<file path="config.mk">
export PLATFORM = sky130hd
export DESIGN_NAME = dbg_uart_loader_flat
export DESIGN_NICKNAME = d
export VERILOG_FILES = /design/src/rtl/dbg_uart_loader_if.sv /design/src/rtl/dbg_uart_loader.sv /design/src/flat_wrapper.sv
export SDC_FILE = /design/constraint.sdc
export NUM_CORES = 1
export LEC_CHECK = 0
export BUFFER_PORTS_ARGS = -buffer_cell sky130_fd_sc_hd__buf_4
export CORE_MARGIN = 1
export CORE_UTILIZATION = 39
export CTS_CLUSTER_DIAMETER = 30
export DETAILED_ROUTE_END_ITERATION = 6
export PLACE_DENSITY_LB_ADDON = 0.3
export SLEW_MARGIN = 30
export SYNTH_ARGS = -nofsm -noshare
export SYNTH_HDL_FRONTEND = slang
export SYNTH_SLANG_ARGS = --single-unit
</file>
<file path="constraint.sdc">
create_clock -name CLK -period 4.5 [get_ports CLK]
set_input_delay 0.9 -clock CLK [delete_from_list [all_inputs] [get_ports CLK]]
set_output_delay 0.9 -clock CLK [all_outputs]
set_load 0.02 [all_outputs]
</file>
<file path="src/rtl/dbg_uart_loader_if.sv">
// Debug loader bus: UART RX/TX byte handshake, CPU reset control and debug memory write port.
// The loader is the slave side; the environment (UART cores, SoC memory port) is the master side.
interface dbg_uart_loader_if;
    logic [7:0]  rx_data;
    logic        rx_valid;
    logic [7:0]  tx_data;
    logic        tx_valid;
    logic        tx_ready;
    logic        cpu_n_reset;
    logic        dbg_mem_op;
    logic [3:0]  dbg_wren;
    logic [31:0] dbg_adr;
    logic [31:0] dbg_do;
    logic        overrun;

    modport slave (
        input  rx_data, rx_valid, tx_ready,
        output tx_data, tx_valid, cpu_n_reset, dbg_mem_op, dbg_wren, dbg_adr, dbg_do, overrun
    );

    modport master (
        output rx_data, rx_valid, tx_ready,
        input  tx_data, tx_valid, cpu_n_reset, dbg_mem_op, dbg_wren, dbg_adr, dbg_do, overrun
    );
endinterface

</file>
<file path="src/rtl/dbg_uart_loader.sv">
// In-system UART loader: parses A5-framed H/R/W commands, holds the CPU in reset and writes
// program words over the debug memory port. Define DBG_UART_LOADER_CSUM_EN for a W-frame XOR checksum.
module dbg_uart_loader #(
    parameter int WR_CYCLES = 4,
    parameter int TIMEOUT   = 100000,
    parameter bit BOOT_HOLD = 1'b1
) (
    input  logic             CLK,
    input  logic             RESET,
    dbg_uart_loader_if.slave bus
);
    // state   | meaning
    // IDLE    | waiting for 0xA5 sync
    // CMD     | waiting for command byte
    // ADDR    | collecting 4 address bytes (LE)
    // DATA    | collecting 4 data bytes (LE)
    // CSUM    | checking XOR of addr/data bytes (optional)
    // WRITE   | debug port driving the word write
    // ACK     | response byte offered to UART TX
    localparam logic [7:0] SYNC    = 8'hA5;
    localparam logic [7:0] CMD_W   = 8'h57;
    localparam logic [7:0] CMD_H   = 8'h48;
    localparam logic [7:0] CMD_R   = 8'h52;
    localparam logic [7:0] ACK_OK  = 8'h06;
    localparam logic [7:0] ACK_NAK = 8'h15;
    localparam int WR_W = (WR_CYCLES > 1) ? $clog2(WR_CYCLES) : 1;
    localparam int TO_W = $clog2(TIMEOUT);

    typedef enum logic [2:0] {
        S_IDLE,
        S_CMD,
        S_ADDR,
        S_DATA,
`ifdef DBG_UART_LOADER_CSUM_EN
        S_CSUM,
`endif
        S_WRITE,
        S_ACK
    } state_t;

    state_t          r_state;
    logic            r_halted;
    logic            r_cpu_n_reset;
    logic            r_mem_op;
    logic [3:0]      r_wren;
    logic [31:0]     r_adr;
    logic [31:0]     r_do;
    logic [7:0]      r_tx_data;
    logic            r_tx_valid;
    logic            r_overrun;
    logic [1:0]      r_byte_cnt;
    logic [WR_W-1:0] r_wr_cnt;
    logic [TO_W-1:0] r_to_cnt;
`ifdef DBG_UART_LOADER_CSUM_EN
    logic [7:0]      r_csum;
`endif

    logic w_in_frame;
    logic w_to_expired;

`ifdef DBG_UART_LOADER_CSUM_EN
    assign w_in_frame = (r_state == S_CMD) || (r_state == S_ADDR) ||
                        (r_state == S_DATA) || (r_state == S_CSUM);
`else
    assign w_in_frame = (r_state == S_CMD) || (r_state == S_ADDR) || (r_state == S_DATA);
`endif
    // Inter-byte down-counter: reloaded on every byte, frame abandoned when it hits zero idle.
    assign w_to_expired = w_in_frame && !bus.rx_valid && (r_to_cnt == '0);

    always_ff @(posedge CLK or posedge RESET) begin
        if (RESET) begin
            r_state       <= S_IDLE;
            r_halted      <= BOOT_HOLD;
            r_cpu_n_reset <= ~BOOT_HOLD;
            r_mem_op      <= 1'b0;
            r_wren        <= 4'h0;
            r_adr         <= 32'h0;
            r_do          <= 32'h0;
            r_tx_data     <= 8'h00;
            r_tx_valid    <= 1'b0;
            r_overrun     <= 1'b0;
            r_byte_cnt    <= 2'd0;
            r_wr_cnt      <= '0;
            r_to_cnt      <= '0;
`ifdef DBG_UART_LOADER_CSUM_EN
            r_csum        <= 8'h00;
`endif
        end else begin
            if (bus.rx_valid)
                r_to_cnt <= TO_W'(TIMEOUT - 1);
            else if (r_to_cnt != '0)
                r_to_cnt <= r_to_cnt - TO_W'(1);

            case (r_state)
                S_IDLE: begin
                    if (bus.rx_valid && bus.rx_data == SYNC)
                        r_state <= S_CMD;
                end
                S_CMD: begin
                    if (bus.rx_valid) begin
                        r_tx_valid <= 1'b1;
                        r_state    <= S_ACK;
                        case (bus.rx_data)
                            CMD_W: begin
                                r_tx_valid <= 1'b0;
                                r_byte_cnt <= 2'd0;
`ifdef DBG_UART_LOADER_CSUM_EN
                                r_csum     <= 8'h00;
`endif
                                r_state    <= S_ADDR;
                            end
                            CMD_H: begin
                                r_halted      <= 1'b1;
                                r_cpu_n_reset <= 1'b0;
                                r_overrun     <= 1'b0;
                                r_tx_data     <= ACK_OK;
                            end
                            CMD_R: begin
                                r_halted      <= 1'b0;
                                r_cpu_n_reset <= 1'b1;
                                r_tx_data     <= ACK_OK;
                            end
                            default: r_tx_data <= ACK_NAK;
                        endcase
                    end else if (w_to_expired) begin
                        r_state <= S_IDLE;
                    end
                end
                S_ADDR: begin
                    if (bus.rx_valid) begin
                        r_adr      <= {bus.rx_data, r_adr[31:8]};
                        r_byte_cnt <= r_byte_cnt + 2'd1;
`ifdef DBG_UART_LOADER_CSUM_EN
                        r_csum     <= r_csum ^ bus.rx_data;
`endif
                        if (r_byte_cnt == 2'd3)
                            r_state <= S_DATA;
                    end else if (w_to_expired) begin
                        r_state <= S_IDLE;
                    end
                end
                S_DATA: begin
                    if (bus.rx_valid) begin
                        r_do       <= {bus.rx_data, r_do[31:8]};
                        r_byte_cnt <= r_byte_cnt + 2'd1;
`ifdef DBG_UART_LOADER_CSUM_EN
                        r_csum     <= r_csum ^ bus.rx_data;
                        if (r_byte_cnt == 2'd3)
                            r_state <= S_CSUM;
`else
                        if (r_byte_cnt == 2'd3) begin
                            if (r_halted) begin
                                r_mem_op <= 1'b1;
                                r_wren   <= 4'hF;
                                r_wr_cnt <= WR_W'(WR_CYCLES - 1);
                                r_state  <= S_WRITE;
                            end else begin
                                r_tx_data  <= ACK_NAK;
                                r_tx_valid <= 1'b1;
                                r_state    <= S_ACK;
                            end
                        end
`endif
                    end else if (w_to_expired) begin
                        r_state <= S_IDLE;
                    end
                end
`ifdef DBG_UART_LOADER_CSUM_EN
                S_CSUM: begin
                    if (bus.rx_valid) begin
                        if (bus.rx_data == r_csum && r_halted) begin
                            r_mem_op <= 1'b1;
                            r_wren   <= 4'hF;
                            r_wr_cnt <= WR_W'(WR_CYCLES - 1);
                            r_state  <= S_WRITE;
                        end else begin
                            r_tx_data  <= ACK_NAK;
                            r_tx_valid <= 1'b1;
                            r_state    <= S_ACK;
                        end
                    end else if (w_to_expired) begin
                        r_state <= S_IDLE;
                    end
                end
`endif
                S_WRITE: begin
                    if (bus.rx_valid)
                        r_overrun <= 1'b1;
                    if (r_wr_cnt == '0) begin
                        r_mem_op   <= 1'b0;
                        r_wren     <= 4'h0;
                        r_tx_data  <= ACK_OK;
                        r_tx_valid <= 1'b1;
                        r_state    <= S_ACK;
                    end else begin
                        r_wr_cnt <= r_wr_cnt - WR_W'(1);
                    end
                end
                S_ACK: begin
                    if (bus.rx_valid)
                        r_overrun <= 1'b1;
                    if (bus.tx_ready) begin
                        r_tx_valid <= 1'b0;
                        r_state    <= S_IDLE;
                    end
                end
                default: r_state <= S_IDLE;
            endcase
        end
    end

    assign bus.tx_data     = r_tx_data;
    assign bus.tx_valid    = r_tx_valid;
    assign bus.cpu_n_reset = r_cpu_n_reset;
    assign bus.dbg_mem_op  = r_mem_op;
    assign bus.dbg_wren    = r_wren;
    assign bus.dbg_adr     = r_adr;
    assign bus.dbg_do      = r_do;
    assign bus.overrun     = r_overrun;
endmodule

</file>
<file path="src/flat_wrapper.sv">
// flat-port wrapper written by rule: the top's interface ports become plain ports
module dbg_uart_loader_flat 
#(
    parameter int WR_CYCLES = 4,
    parameter int TIMEOUT   = 100000,
    parameter bit BOOT_HOLD = 1'b1
)
  (CLK, RESET, bus_rx_data, bus_rx_valid, bus_tx_ready, bus_tx_data, bus_tx_valid, bus_cpu_n_reset, bus_dbg_mem_op, bus_dbg_wren, bus_dbg_adr, bus_dbg_do, bus_overrun);
  dbg_uart_loader_if bus_i ();
  input  logic CLK;
  input  logic RESET;
  input wire logic [$bits(bus_i.rx_data)-1:0] bus_rx_data;
  input wire logic [$bits(bus_i.rx_valid)-1:0] bus_rx_valid;
  input wire logic [$bits(bus_i.tx_ready)-1:0] bus_tx_ready;
  output wire logic [$bits(bus_i.tx_data)-1:0] bus_tx_data;
  output wire logic [$bits(bus_i.tx_valid)-1:0] bus_tx_valid;
  output wire logic [$bits(bus_i.cpu_n_reset)-1:0] bus_cpu_n_reset;
  output wire logic [$bits(bus_i.dbg_mem_op)-1:0] bus_dbg_mem_op;
  output wire logic [$bits(bus_i.dbg_wren)-1:0] bus_dbg_wren;
  output wire logic [$bits(bus_i.dbg_adr)-1:0] bus_dbg_adr;
  output wire logic [$bits(bus_i.dbg_do)-1:0] bus_dbg_do;
  output wire logic [$bits(bus_i.overrun)-1:0] bus_overrun;
  assign bus_i.rx_data = bus_rx_data;
  assign bus_i.rx_valid = bus_rx_valid;
  assign bus_i.tx_ready = bus_tx_ready;
  assign bus_tx_data = bus_i.tx_data;
  assign bus_tx_valid = bus_i.tx_valid;
  assign bus_cpu_n_reset = bus_i.cpu_n_reset;
  assign bus_dbg_mem_op = bus_i.dbg_mem_op;
  assign bus_dbg_wren = bus_i.dbg_wren;
  assign bus_dbg_adr = bus_i.dbg_adr;
  assign bus_dbg_do = bus_i.dbg_do;
  assign bus_overrun = bus_i.overrun;
  dbg_uart_loader #(.WR_CYCLES(WR_CYCLES), .TIMEOUT(TIMEOUT), .BOOT_HOLD(BOOT_HOLD)) u_core (.CLK(CLK), .RESET(RESET), .bus(bus_i));
endmodule
</file>
Word level (Yosys, flattened, before mapping)
Cells that the tools add are included.

cells by class
  add/sub/neg operators = 3
  reduce and logical (&&, ||, !) cells = 30
  mux-type cells = 54
  eq/ne operators = 26

operators by type and width
  operator                                                                  number
  8-bit 2-to-1 mux                                                          5
  17-bit 2-to-1 mux                                                         2
  3-bit 2-to-1 mux                                                          10
  8-bit by 7-bit equality test with 1-bit output (second input constant)    3
  8-bit one-hot mux with 3 select lines                                     1
  2-bit inequality test (second input constant)                             9
  3-bit one-hot mux with 6 select lines                                     1
  17-bit logical NOT                                                        1
  17-bit nonzero test                                                       1
  17-bit by 1-bit subtractor with 17-bit output (second input constant)     1
  4-bit 2-to-1 mux                                                          4
  8-bit one-hot mux with 2 select lines                                     1
  1-bit 2-to-1 mux                                                          15
  5-bit AND reduction                                                       3
  2-bit 2-to-1 mux                                                          7
  7-bit AND reduction                                                       2
  2-bit by 1-bit inequality test with 1-bit output (second input constant)  5
  2-bit nonzero test                                                        5
  8-bit equality test (second input constant)                               1
  1-bit one-hot mux with 2 select lines                                     4
  2-bit one-hot mux with 2 select lines                                     2
  4-bit one-hot mux with 2 select lines                                     1
  4-bit AND reduction                                                       2
  3-bit by 2-bit equality test with 1-bit output (second input constant)    2
  17 further kinds                                                          25

storage, ports and cells
  logic and storage cells = 126
  flip-flop bits (word level) = 105

Depth between registers and ports, before layout
Gate-level depths: netlist of the first run.

  depth in word-level cells = 8
  gate-level depth with buffers = 7
  depth with buffers taken out = 6

Worst setup path before layout of the first run
OpenSTA, ideal clock, no wires.

  path kind = input to register
  start = input port bus_rx_valid
  end = register u_core.r_do[0] (netlist: u_core.bus.dbg_do[0])
  arrival time = 2.042 ns
  data required time = 4.435 ns
  stages on the path = 7
  path slack = 2.393 ns
  path buffers = 3
  cell sequence = buf_2 nor2b_1 and3_1 clkbuf_1 clkbuf_1 nand2_1 nand2_1

between the ends
  longest elaborated chain between the ends = 1

RTL lines
  item                                  line                    RTL
  start: declaration                    flat_wrapper.sv:13      input wire logic [$bits(bus_i.rx_valid)-1:0] bus_rx_valid;
  2-bit AND reduction (no source line)  n/a
  end signal: assignment                dbg_uart_loader.sv:144  r_do <= {bus.rx_data, r_do[31:8]};
  end: declaration                      dbg_uart_loader.sv:47   logic [31:0] r_do;

No other way between the ends.
A chain may end at the register's enable or synchronous reset.

Worst setup path in the final report of the first run
  start = register u_core.r_to_cnt[0]
  end = register u_core.r_to_cnt[5]

between the ends
  longest elaborated chain between the ends = 3
  elaborated cells on any way between the ends = 5
  classes of those cells = 1 x add/sub; 2 x mux; 2 x reduce/logical

RTL lines
  item                                           line                   RTL
  start: declaration                             dbg_uart_loader.sv:53  logic [TO_W-1:0] r_to_cnt;
  start signal: assignment                       dbg_uart_loader.sv:90  r_to_cnt <= TO_W'(TIMEOUT - 1);
  start signal: assignment                       dbg_uart_loader.sv:92  r_to_cnt <= r_to_cnt - TO_W'(1);
  17-bit by 1-bit subtractor with 17-bit output  dbg_uart_loader.sv:92
  17-bit 2-to-1 mux                              dbg_uart_loader.sv:91  else if (r_to_cnt != '0)
  17-bit 2-to-1 mux                              dbg_uart_loader.sv:89  if (bus.rx_valid)

Parallel ways exist; a longest one is shown, timed or not. The select of a mux whose other input is x is not followed.

==> run_results.csv, run 1 <==
group,metric,value,unit
power_and_ir_drop,p_comb_share,11.3,%
clocking,cts.path.max_buffers,2,
synthesis,synthMuxAreaShare,10.1,%
synthesis,synth.largest_area_cell,"dfrtp_1",
job,maxCapViolations,0,
power_and_ir_drop,intPower,1.47,mW
floorplan,fp.dieH,108,microns
route,avgViaCountPerCell,5.13,
synthesis,synth_fa_ha_area_share,1.14,%
clocking,postCtsHoldBufs,0,
global_routing,grt_antenna_before_repair,0,
sta,timing.hold.ws,0.470,ns
worst_setup_path,crit_chain,"inv_1 -> ha_1 -> or3b_2 -> nor3_2 -> a21oi_1 -> mux2_1",
power_and_ir_drop,ir_drop,177,uV
power_and_ir_drop,p_sw_share,25.3,%
worst_setup_path,critPathCapture,"u_core.r_to_cnt[5]$_DFFE_PP0P_",
worst_hold_path,hold_path_class,"reg -> reg",
global_routing,grt_max_degree,64,
floorplan,ios,92,
route,vias,3312,
worst_hold_path,worstHoldStart,"u_core.r_wr_cnt[0]$_DFFE_PP0P_",
worst_setup_path,worst-path-max-fanout,11,
place,place_congestion,0.788,
sta,layout_min_cycle_time,2.41,ns
sta,setup_viol,0,
final_layout,n_fill_cell,1014,
synthesis,syn-cell-area,4400,sq um
clocking,cts_sinks,96,
floorplan,initial_core_util,40.3,%
global_routing,overflow,0,
worst_setup_path,rrSetupSlack,2.09,ns
clocking,cts-resized-gates,0,
final_layout,fin_nets,518,
clocking,clk_latency,0.34,ns
place,port_buffers,87,
floorplan,dieArea,11700,sq um
synthesis,synth_top_family_by_area,"simple AND/OR/NAND/NOR gates",
synthesis,ys_top_cells_by_area,"dfrtp_1 (54%), nand2_1 (8.9%), mux2_2 (8.7%), buf_4 (1.7%), nor2_1 (1.7%)",
global_routing,grt_pass1_vias,3107,
worst_setup_path,critPathLaunchType,"register",
route,drt_first_pass_iters,6,
worst_setup_path,r2r_cells,6,
synthesis,syn_avg_cell_area,10.4,sq um
synthesis,synth_top_flop_cell,"dfrtp_1",
global_routing,grt_pass1_wl,15500,microns
worst_setup_path,cp-startpoint,"u_core.r_to_cnt[0]$_DFFE_PP0P_",
route,drc,0,
sta,slew_headroom,47.6,%
worst_setup_path,slowest_delay,0.57,ns
sta,finClkSkew,0.0110,ns
synthesis,synth-simple-area-share,21.3,%
route,drtAntennaViolNets,0,
worst_setup_path,critPathSlowestCell,"nor3_2",
route,wire_per_inst,14.6,microns
status,status,"complete, no violations",
worst_setup_path,critPathRequiredTime,4.73,ns
clocking,cts_buffers,9,
route,wirelength,9440,microns
synthesis,synth_compound_area_share,8.69,%
clocking,cts_root_buf,"clkbuf_16",
synthesis,yosysSeqAreaShare,54.6,%
final_layout,final_common_cell,"nand2_1",
final_layout,synthToLayoutAreaGrowth,23.8,%
synthesis,ys_ff_latch,96,
final_layout,antenna_cells,0,
synthesis,synth_edf_count,0,
global_routing,grtUsageTotal,17.0,%
final_layout,drive_above_1_share,30.6,%
power_and_ir_drop,seq_power_share,47.5,%
floorplan,core_region_area,10900,sq um
place,dp_hpwl,6530,microns
sta,finalHoldViolCount,0,
synthesis,yosys_warnings,0,
synthesis,syn_inst,424,
clocking,tritoncts,"yes",
final_layout,fin_util,49.9,%
worst_setup_path,cp.arrival,2.64,ns
synthesis,synth_top_area_share,54.0,%
power_and_ir_drop,p_per_area,361,nW/um^2
worst_setup_path,r2r_end,"u_core.r_to_cnt[5]$_DFFE_PP0P_",
sta,tns,0,ns
synthesis,async_flop_share,100,%
floorplan,dieWidth,108,microns
power_and_ir_drop,p_leak,2.71,nW
sta,rsz0062_at_grt,"false",
worst_setup_path,r2r_start,"u_core.r_to_cnt[0]$_DFFE_PP0P_",
sta,fin_crit_sh,53.5,%
final_layout,layout_common_cells,"nand2_1 (104), dfrtp_1 (95), buf_4 (90)",
sta,fmax,415,MHz
synthesis,yosysUniqueCellTypes,60,
clocking,path_clk_slew,0.07,ns
floorplan,row_count,38,
route,drt-initial-drc-count,132,
power_and_ir_drop,p_sw,498,uW
sta,tightestPinTransition,0.785,ns
worst_setup_path,end_kind,"register",
sta,maxSlewViolCount,0,
clocking,cts_setup_buffers,0,
worst_setup_path,path_class,"reg -> reg",
power_and_ir_drop,pwr-share-clk,41.3,%
synthesis,synth-xor-area-share,0,%
clocking,cts_max_level,3,
-- worst min path at each step --
stage | to | slack, ns | cells past startpoint
2_1_floorplan | u_core.r_wr_cnt[0]$_DFFE_PP0P_ | 0.44 | 1
3_3_place_gp | u_core.bus.dbg_do[0]$_DFFE_PP0P_ | 0.46 | 2
3_5_place_dp | u_core.bus.dbg_do[1]$_DFFE_PP0P_ | 0.46 | 2
4_1_cts | u_core.r_wr_cnt[0]$_DFFE_PP0P_ | 0.47 | 1
5_1_grt | u_core.bus.tx_data[2]$_DFFE_PP0P_ | 0.51 | 1
6_report | u_core.r_wr_cnt[0]$_DFFE_PP0P_ | 0.47 | 1
-- synthesized netlist by cell type, types with 2 or more instances --
cell type and n:
nand2_1 104, dfrtp_1 95, mux2_2 34, nor2_1 20
o21ai_0 13, clkbuf_1 11, inv_1 11, buf_4 10
a21oi_1 9, nand2b_1 8, nand3_1 7, nor2b_1 7
nor3_1 6, or4_1 6, mux2i_1 5, nor4_1 5
buf_2 4, ha_1 4, a22oi_1 3, nand4_1 3
o211ai_1 3, o31ai_1 3, o41ai_1 3, or3_1 3
a211oi_1 2, a21boi_0 2, and2_1 2, and3_1 2
and3b_1 2, nand3b_1 2, nand4b_1 2, nor3_2 2
o21bai_1 2, or3_4 2, or3b_2 2
-- power groups by stage --
| stage | Combinational, mW | Clock (mW) | Sequential, mW |
|---|---|---|---|
| 3_3_place_gp | 0.218 | 0 | 0.947 |
| 6_report | 0.222 | 0.813 | 0.934 |
| 5_1_grt | 0.246 | 0.865 | 0.938 |
| 4_1_cts | 0.224 | 0.832 | 0.932 |
| 3_5_place_dp | 0.223 | 0 | 0.949 |
| 2_1_floorplan | 0.166 | 0 | 0.938 |
-- metrics by stage --
stage	instances	cell area [sq um]	power (mW)	setup slack [ns]
5_1_grt	646	5450	2.05	1.84
3_5_place_dp	631	5140	1.17	2.04
4_1_cts	646	5450	1.99	2.07
6_report	646	5450	1.97	2.09
2_1_floorplan	427	4420	1.10	1.10
3_3_place_gp	631	5130	1.17	1.75
-- state kept, by name (all words and copies together), names as in the netlist, 2 cells and up --
signal	flops
u_core.r_state	3
u_core.r_to_cnt	17
u_core.bus.dbg_do	32
u_core.bus.tx_data	3
u_core.r_wr_cnt	2
u_core.r_byte_cnt	2
u_core.bus.dbg_adr	32
-- critical path, delay by kind of cell, from the launching register on --
kind	cells	cell delay [ns]
AO/OA/AOI/OAI	1	0.18
AND/OR/NAND/NOR	2	1.07
multiplexers	1	0.34
flip-flops	1	0.42
adder cells (fa/ha/maj)	1	0.17
buffers and inverters	1	0.12
-- layout make-up --
class | count | area, sq um | area share, %
Clock buffer | 9 | 225 | 4.13
Clock inverter | 6 | 91.3 | 1.68
Inverter | 11 | 43.8 | 0.803
Multi-Input combinational cell | 294 | 1840 | 33.7
Sequential cell | 96 | 2400 | 44.1
Tap cell | 140 | 175 | 3.21
Timing Repair Buffer | 90 | 676 | 12.4
-- routing by layer --
metal,share of wire [%],vias up,global-route usage [%]
met1,47,1608,22.8
met3,5.1,14,4.28
li1,-,1609,-
met2,47,81,27.0
met4,1.2,0,5.31
met5,0,-,0
-- cells by family after synthesis --
family	Yosys count
simple gates	191
buf+inv	37
mux	40
compound gates	55
flops	96
other cells	1
fa+ha+maj	4
No activity file was read; power rests on OpenSTA's default activity.
==> run 2, diff against run 1 <==
ABC_AREA = 1   (was not set)
clock period = 2.3 ns   (was 4.5 ns; I/O delays follow)
==> run 2 against run 1 <==
Against the previous run: clock skew shrank 0.0067 ns; clock-buffer cell count grew 2; sequential power grew to 2.7 times the previous value; sequential share of layout area shrank 0.96 points; largest power group unchanged; highest routed layer unchanged.
==> run_results.csv, run 2 <==
group,metric,value,unit
worst_setup_path,rrSetupSlack,0.36,ns
worst_hold_path,hold_path_class,"in -> async",
status,status,"complete, no violations",
global_routing,grt_antenna_before_repair,0,
final_layout,fin_cells,695,
place,numPlacedInstances,679,
synthesis,synth_top_flop_cell,"dfrtp_1",
clocking,cts_setup_buffers,0,
synthesis,yosys-top-cells-count,"dfrtp_1 (95), nand2_1 (93), inv_1 (49)",
clocking,postCtsHoldBufs,0,
route,wirelength,9480,microns
floorplan,fp.dieH,110,microns
synthesis,syn_inst,465,
route,vias,3374,
synthesis,ys_ff_latch,96,
power_and_ir_drop,p_per_area,1130,nW/um^2
synthesis,yosysUniqueCellTypes,37,
synthesis,synth_top_area_share,52.0,%
final_layout,antenna_cells,0,
clocking,tritoncts,"yes",
sta,setup_ws,0.359,ns
global_routing,grt_max_degree,64,
worst_setup_path,path_class,"reg -> reg",
synthesis,synth.largest_area_cell,"dfrtp_1",
final_layout,layout_common_cells,"dfrtp_1 (95), nand2_1 (93), buf_4 (89)",
sta,fmax,515,MHz
global_routing,overflow,0,
place,port_buffers,87,
route,drc,0,
synthesis,yosys_warnings,0,
floorplan,dieArea,12200,sq um
clocking,clk_latency,0.34,ns
worst_setup_path,end_kind,"register",
place,dpl_cell_area,5300,sq um
synthesis,synth_edf_count,0,
floorplan,core_region_area,11400,sq um
final_layout,synthToLayoutAreaGrowth,21.9,%
clocking,path_clk_slew,0.06,ns
worst_setup_path,cp.arrival,2.16,ns
floorplan,initial_core_util,40.1,%
clocking,cts_buffers,9,
floorplan,ios,92,
power_and_ir_drop,p_leak,3.01,nW
clocking,cts_max_level,3,
worst_setup_path,r2r_end,"u_core.bus.dbg_adr[1]$_DFFE_PP0P_",
route,drt_first_pass_iters,5,
synthesis,yosysSeqAreaShare,52.6,%
final_layout,fin_util,48.8,%
sta,finalHoldViolCount,0,
floorplan,dieWidth,110,microns
floorplan,row_count,39,
sta,tns,0,ns
global_routing,grt_pass1_wl,15400,microns
worst_setup_path,critPathRequiredTime,2.52,ns
worst_setup_path,r2r_cells,5,
worst_setup_path,critPathLaunchType,"register",
synthesis,ys_top_cells_by_area,"dfrtp_1 (52%), mux2_4 (7.9%), nand2_1 (7.6%), mux2_2 (5.7%), inv_1 (4.0%)",
clocking,cts_root_buf,"clkbuf_16",
clocking,cts_sinks,96,
worst_setup_path,worst-path-max-fanout,23,
global_routing,grtUsageTotal,16.6,%
power_and_ir_drop,ir_drop,754,uV
route,avgViaCountPerCell,4.85,
sta,setup_viol,0,
final_layout,stdcell_area,5570,sq um
final_layout,drive_above_1_share,29.9,%
sta,tightestPinTransition,0.588,ns
worst_setup_path,r2r_start,"u_core.r_state[1]$_DFFE_PP0P_",
place,place_congestion,0.855,
synthesis,yosysMostFrequentCell,"dfrtp_1",
synthesis,syn-cell-area,4570,sq um
route,drtAntennaViolNets,0,
global_routing,grt_pass1_vias,3173,
clocking,cts-resized-gates,0,
sta,layout_min_cycle_time,1.94,ns
sta,rsz0062_at_grt,"false",
route,wire_per_inst,13.6,microns
sta,maxSlewViolCount,0,
sta,finClkSkew,0.00424,ns
sta,fin_crit_sh,84.4,%
final_layout,fin_nets,563,
clocking,cts.path.max_buffers,2,
synthesis,syn_avg_cell_area,9.83,sq um
job,maxCapViolations,0,
place,place_worst_setup_slack,0.351,ns
worst_setup_path,cp-startpoint,"u_core.r_state[1]$_DFFE_PP0P_",
synthesis,async_flop_share,100,%
route,drt-initial-drc-count,313,
place,dp_hpwl,6940,microns
final_layout,final_common_cell,"dfrtp_1",
sta,slew_headroom,60.8,%
==> run 2: cell count changes after synthesis, moves of 8 or more <==
cell      change
mux2_2       -11
nand2_1      -11
inv_1        +38
clkbuf_1      -9
o21ai_0      +14
nor2_1       +25
mux2_4       +24
nand3_1      +22
nand2b_1      -8
==> run 2: worst max-delay path by stage <==
stage / to / slack, ns / depth (start not counted)
floorplan: u_core.bus.cpu_n_reset$_DFFE_PP0P_ / 0.71 / 1
global placement: u_core.bus.dbg_adr[1]$_DFFE_PP0P_ / 0.44 / 5
detailed placement: u_core.bus.dbg_adr[1]$_DFFE_PP0P_ / 0.35 / 5
CTS: u_core.bus.dbg_adr[1]$_DFFE_PP0P_ / 0.33 / 5
global route: u_core.bus.dbg_adr[1]$_DFFE_PP0P_ / 0.19 / 5
finish: u_core.bus.dbg_adr[1]$_DFFE_PP0P_ / 0.36 / 5
==> run 2: report_power, final <==
part           total, mW  internal [mW]  switching, mW
combinational       2.40           1.05           1.35
sequential          2.51           2.12          0.385
clock               1.40          0.761          0.634
==> run 2: metrics by stage <==
step | hold slack [ns] | power (mW)
floorplan | 0.457 | 4.10
global placement | 0.442 | 4.92
global route | 0.0985 | 6.74
finish | 0.0848 | 6.31
CTS | 0.0820 | 6.39
detailed placement | 0.444 | 4.98
==> run 2: cell families after synthesis <==
kind of cell    synth area share (%)
flops                           52.6
compound gates                  6.16
other cells                   0.0820
mux                             13.8
fa+ha+maj                       1.09
buf+inv                         8.07
simple gates                    18.2
==> run 2: critical path, stage by stage (launching register included) <==
cell and delay (ns):
dfrtp_1 0.54, inv_1 0.19, nor3_2 0.21, nand2_2 0.30, buf_12 0.27, mux2_1 0.31
==> run 2: per-layer routing <==
metal  vias up  track usage, %  part of all wire (%)
met2        97            27.1                    47
met5         -               0                     0
met3        12            2.47                   5.1
met1      1594            22.1                    46
met4         0            7.05                   1.7
li1       1671               -                     -
==> run 2: area by class of cell <==
type	count	area (sq um)
clock buffer	11	243
inverter	51	198
clock inverter	5	31.3
tap	143	179
sequential	96	2400
fill	1080	5840
multi-input combinational	298	1810
timing repair buffer	91	708
==> run 3, diff against run 2 <==
clock period = 1.7 ns   (was 2.3 ns; I/O delays follow)
==> run 3 against run 2 <==
Against the previous run: global-route usage increased by 0.58 points; sequential share of layout area is 1.5 points lower; sequential power increased by 35%; final area up 3.5%.
==> run_results.csv, run 3 (synthesized netlist as in run 2, its figures left out) <==
group,metric,value,unit
final_layout,n_fill_cell,1069,
clocking,clk_latency,0.34,ns
worst_setup_path,path_class,"reg -> reg",
place,place_congestion,0.843,
route,top_layer,"met4",
sta,fin_crit_sh,90.7,%
place,dp_hpwl,7320,microns
worst_setup_path,slowest_delay,0.45,ns
place,numPlacedInstances,695,
sta,tightestPinTransition,0.516,ns
final_layout,synthToLayoutAreaGrowth,26.2,%
status,status,"complete, no violations",
final_layout,layout_common_cells,"buf_4 (102), dfrtp_1 (95), nand2_1 (92)",
worst_setup_path,cp.arrival,1.79,ns
sta,maxSlewViolCount,0,
final_layout,drive_above_1_share,32.7,%
floorplan,dieArea,12200,sq um
clocking,path_clk_slew,0.07,ns
route,wire_per_inst,13.9,microns
final_layout,fin_nets,579,
worst_setup_path,r2r_start,"u_core.r_state[2]$_DFFE_PP0P_",
final_layout,fin_util,50.5,%
power_and_ir_drop,p_per_area,1530,nW/um^2
route,drt-initial-drc-count,202,
power_and_ir_drop,ir_drop,715,uV
sta,timing.hold.ws,0.0386,ns
sta,finClkSkew,0.00625,ns
global_routing,grt_pass1_wl,15900,microns
worst_setup_path,critPathLaunchType,"register",
place,port_buffers,87,
floorplan,ios,92,
sta,rsz0062_at_grt,"false",
floorplan,core_region_area,11400,sq um
sta,setup_viol,0,
clocking,cts.path.max_buffers,2,
worst_setup_path,cp_common_cell,"nand2_1",
sta,layout_min_cycle_time,1.54,ns
power_and_ir_drop,p_leak,3.12,nW
place,dpl_cell_area,5460,sq um
floorplan,row_count,39,
worst_setup_path,critPathSlowestCell,"dfrtp_1",
worst_setup_path,cp.buffers_inverters,1,
final_layout,stdcell_area,5770,sq um
route,wirelength,9880,microns
final_layout,fin_cells,711,
worst_setup_path,r2r_cells,8,
sta,finalHoldViolCount,0,
route,met3_length,510,microns
place,place_worst_setup_slack,0.104,ns
floorplan,dieWidth,110,microns
sta,slew_headroom,65.5,%
global_routing,grtUsageTotal,17.2,%
clocking,cts_root_buf,"clkbuf_16",
route,drt_first_pass_iters,4,
global_routing,overflow,0,
job,maxCapViolations,0,
clocking,tritoncts,"yes",
route,drtAntennaViolNets,0,
clocking,cts_sinks,96,
final_layout,antenna_cells,0,
final_layout,final_common_cell,"buf_4",
global_routing,grt_antenna_before_repair,0,
global_routing,grt_pass1_vias,3359,
route,wl_met2,4510,microns
clocking,cts_max_level,3,
floorplan,fp.dieH,110,microns
worst_setup_path,crit_chain,"buf_4 -> nor2_2 -> nand2_1 -> nand2_1 -> nand2_1 -> nor2_1 -> nand2_1 -> a22oi_1",
power_and_ir_drop,power,8.82,mW
sta,setup_ws,0.158,ns
sta,fmax,649,MHz
worst_setup_path,end_kind,"register",
worst_setup_path,cp-startpoint,"u_core.r_state[2]$_DFFE_PP0P_",
route,drc,0,
clocking,cts_buffers,9,
worst_setup_path,cp.depth,8,
global_routing,grt_max_degree,41,
route,avgViaCountPerCell,4.88,
worst_hold_path,hold_path_class,"in -> async",
clocking,cts_setup_buffers,0,
sta,tns,0,ns
floorplan,initial_core_util,40.1,%
worst_setup_path,cp_top_family,"simple AND/OR/NAND/NOR gates",
worst_setup_path,worst-path-max-fanout,6,
route,vias,3471,
route,wl_met1,4680,microns
worst_setup_path,critPathRequiredTime,1.95,ns
## run 3: repair_timing
item / in CTS / in global routing
endpoints found under the setup margin: 0 / 8
resized for setup: 0 / 4
hold buffers: 0 / 0
## run 3: layout make-up
cell class / count / area, sq um / area share, %
Clock buffer: 10 / 239 / 4.14
Clock inverter: 6 / 65.1 / 1.13
Inverter: 51 / 198 / 3.43
Multi-Input combinational cell: 298 / 1820 / 31.6
Sequential cell: 96 / 2400 / 41.6
Tap cell: 143 / 179 / 3.10
Timing Repair Buffer: 107 / 866 / 15.0
## run 3: per-layer routing
layer	vias up	GRT usage, %
met5	-	0
met4	0	7.24
met3	12	3.06
met2	91	27.6
met1	1664	23.0
li1	1704	-
## run 3: power by group
part	internal (mW)	switching (mW)	leakage (nW)
combinational	1.49	1.88	1.73
sequential	2.87	0.508	1.24
clock	1.19	0.883	0.149
## run 3: worst paths after layout
path                                                      to  slack (ns)
setup / recovery              u_core.r_wr_cnt[1]$_DFFE_PP0P_        0.16
hold / removal             u_core.bus.dbg_adr[8]$_DFFE_PP0P_        0.04
setup reg to reg              u_core.r_wr_cnt[1]$_DFFE_PP0P_        0.16
hold reg to reg            u_core.bus.tx_data[2]$_DFFE_PP0P_        0.47
max in group asynchronous        u_core.r_halted$_DFFE_PP1P_        1.11
min in group CLK               u_core.r_state[2]$_DFFE_PP0P_        0.31
## run 3: worst reg2reg max path: cells and delay by family, from the launching register on
| kind | cells | cell delay [ns] |
|---|---|---|
| and+or+nand+nor | 6 | 0.64 |
| DFF | 1 | 0.45 |
| buffers and inverters | 1 | 0.19 |
| AOI/OAI and AO/OA | 1 | 0.16 |
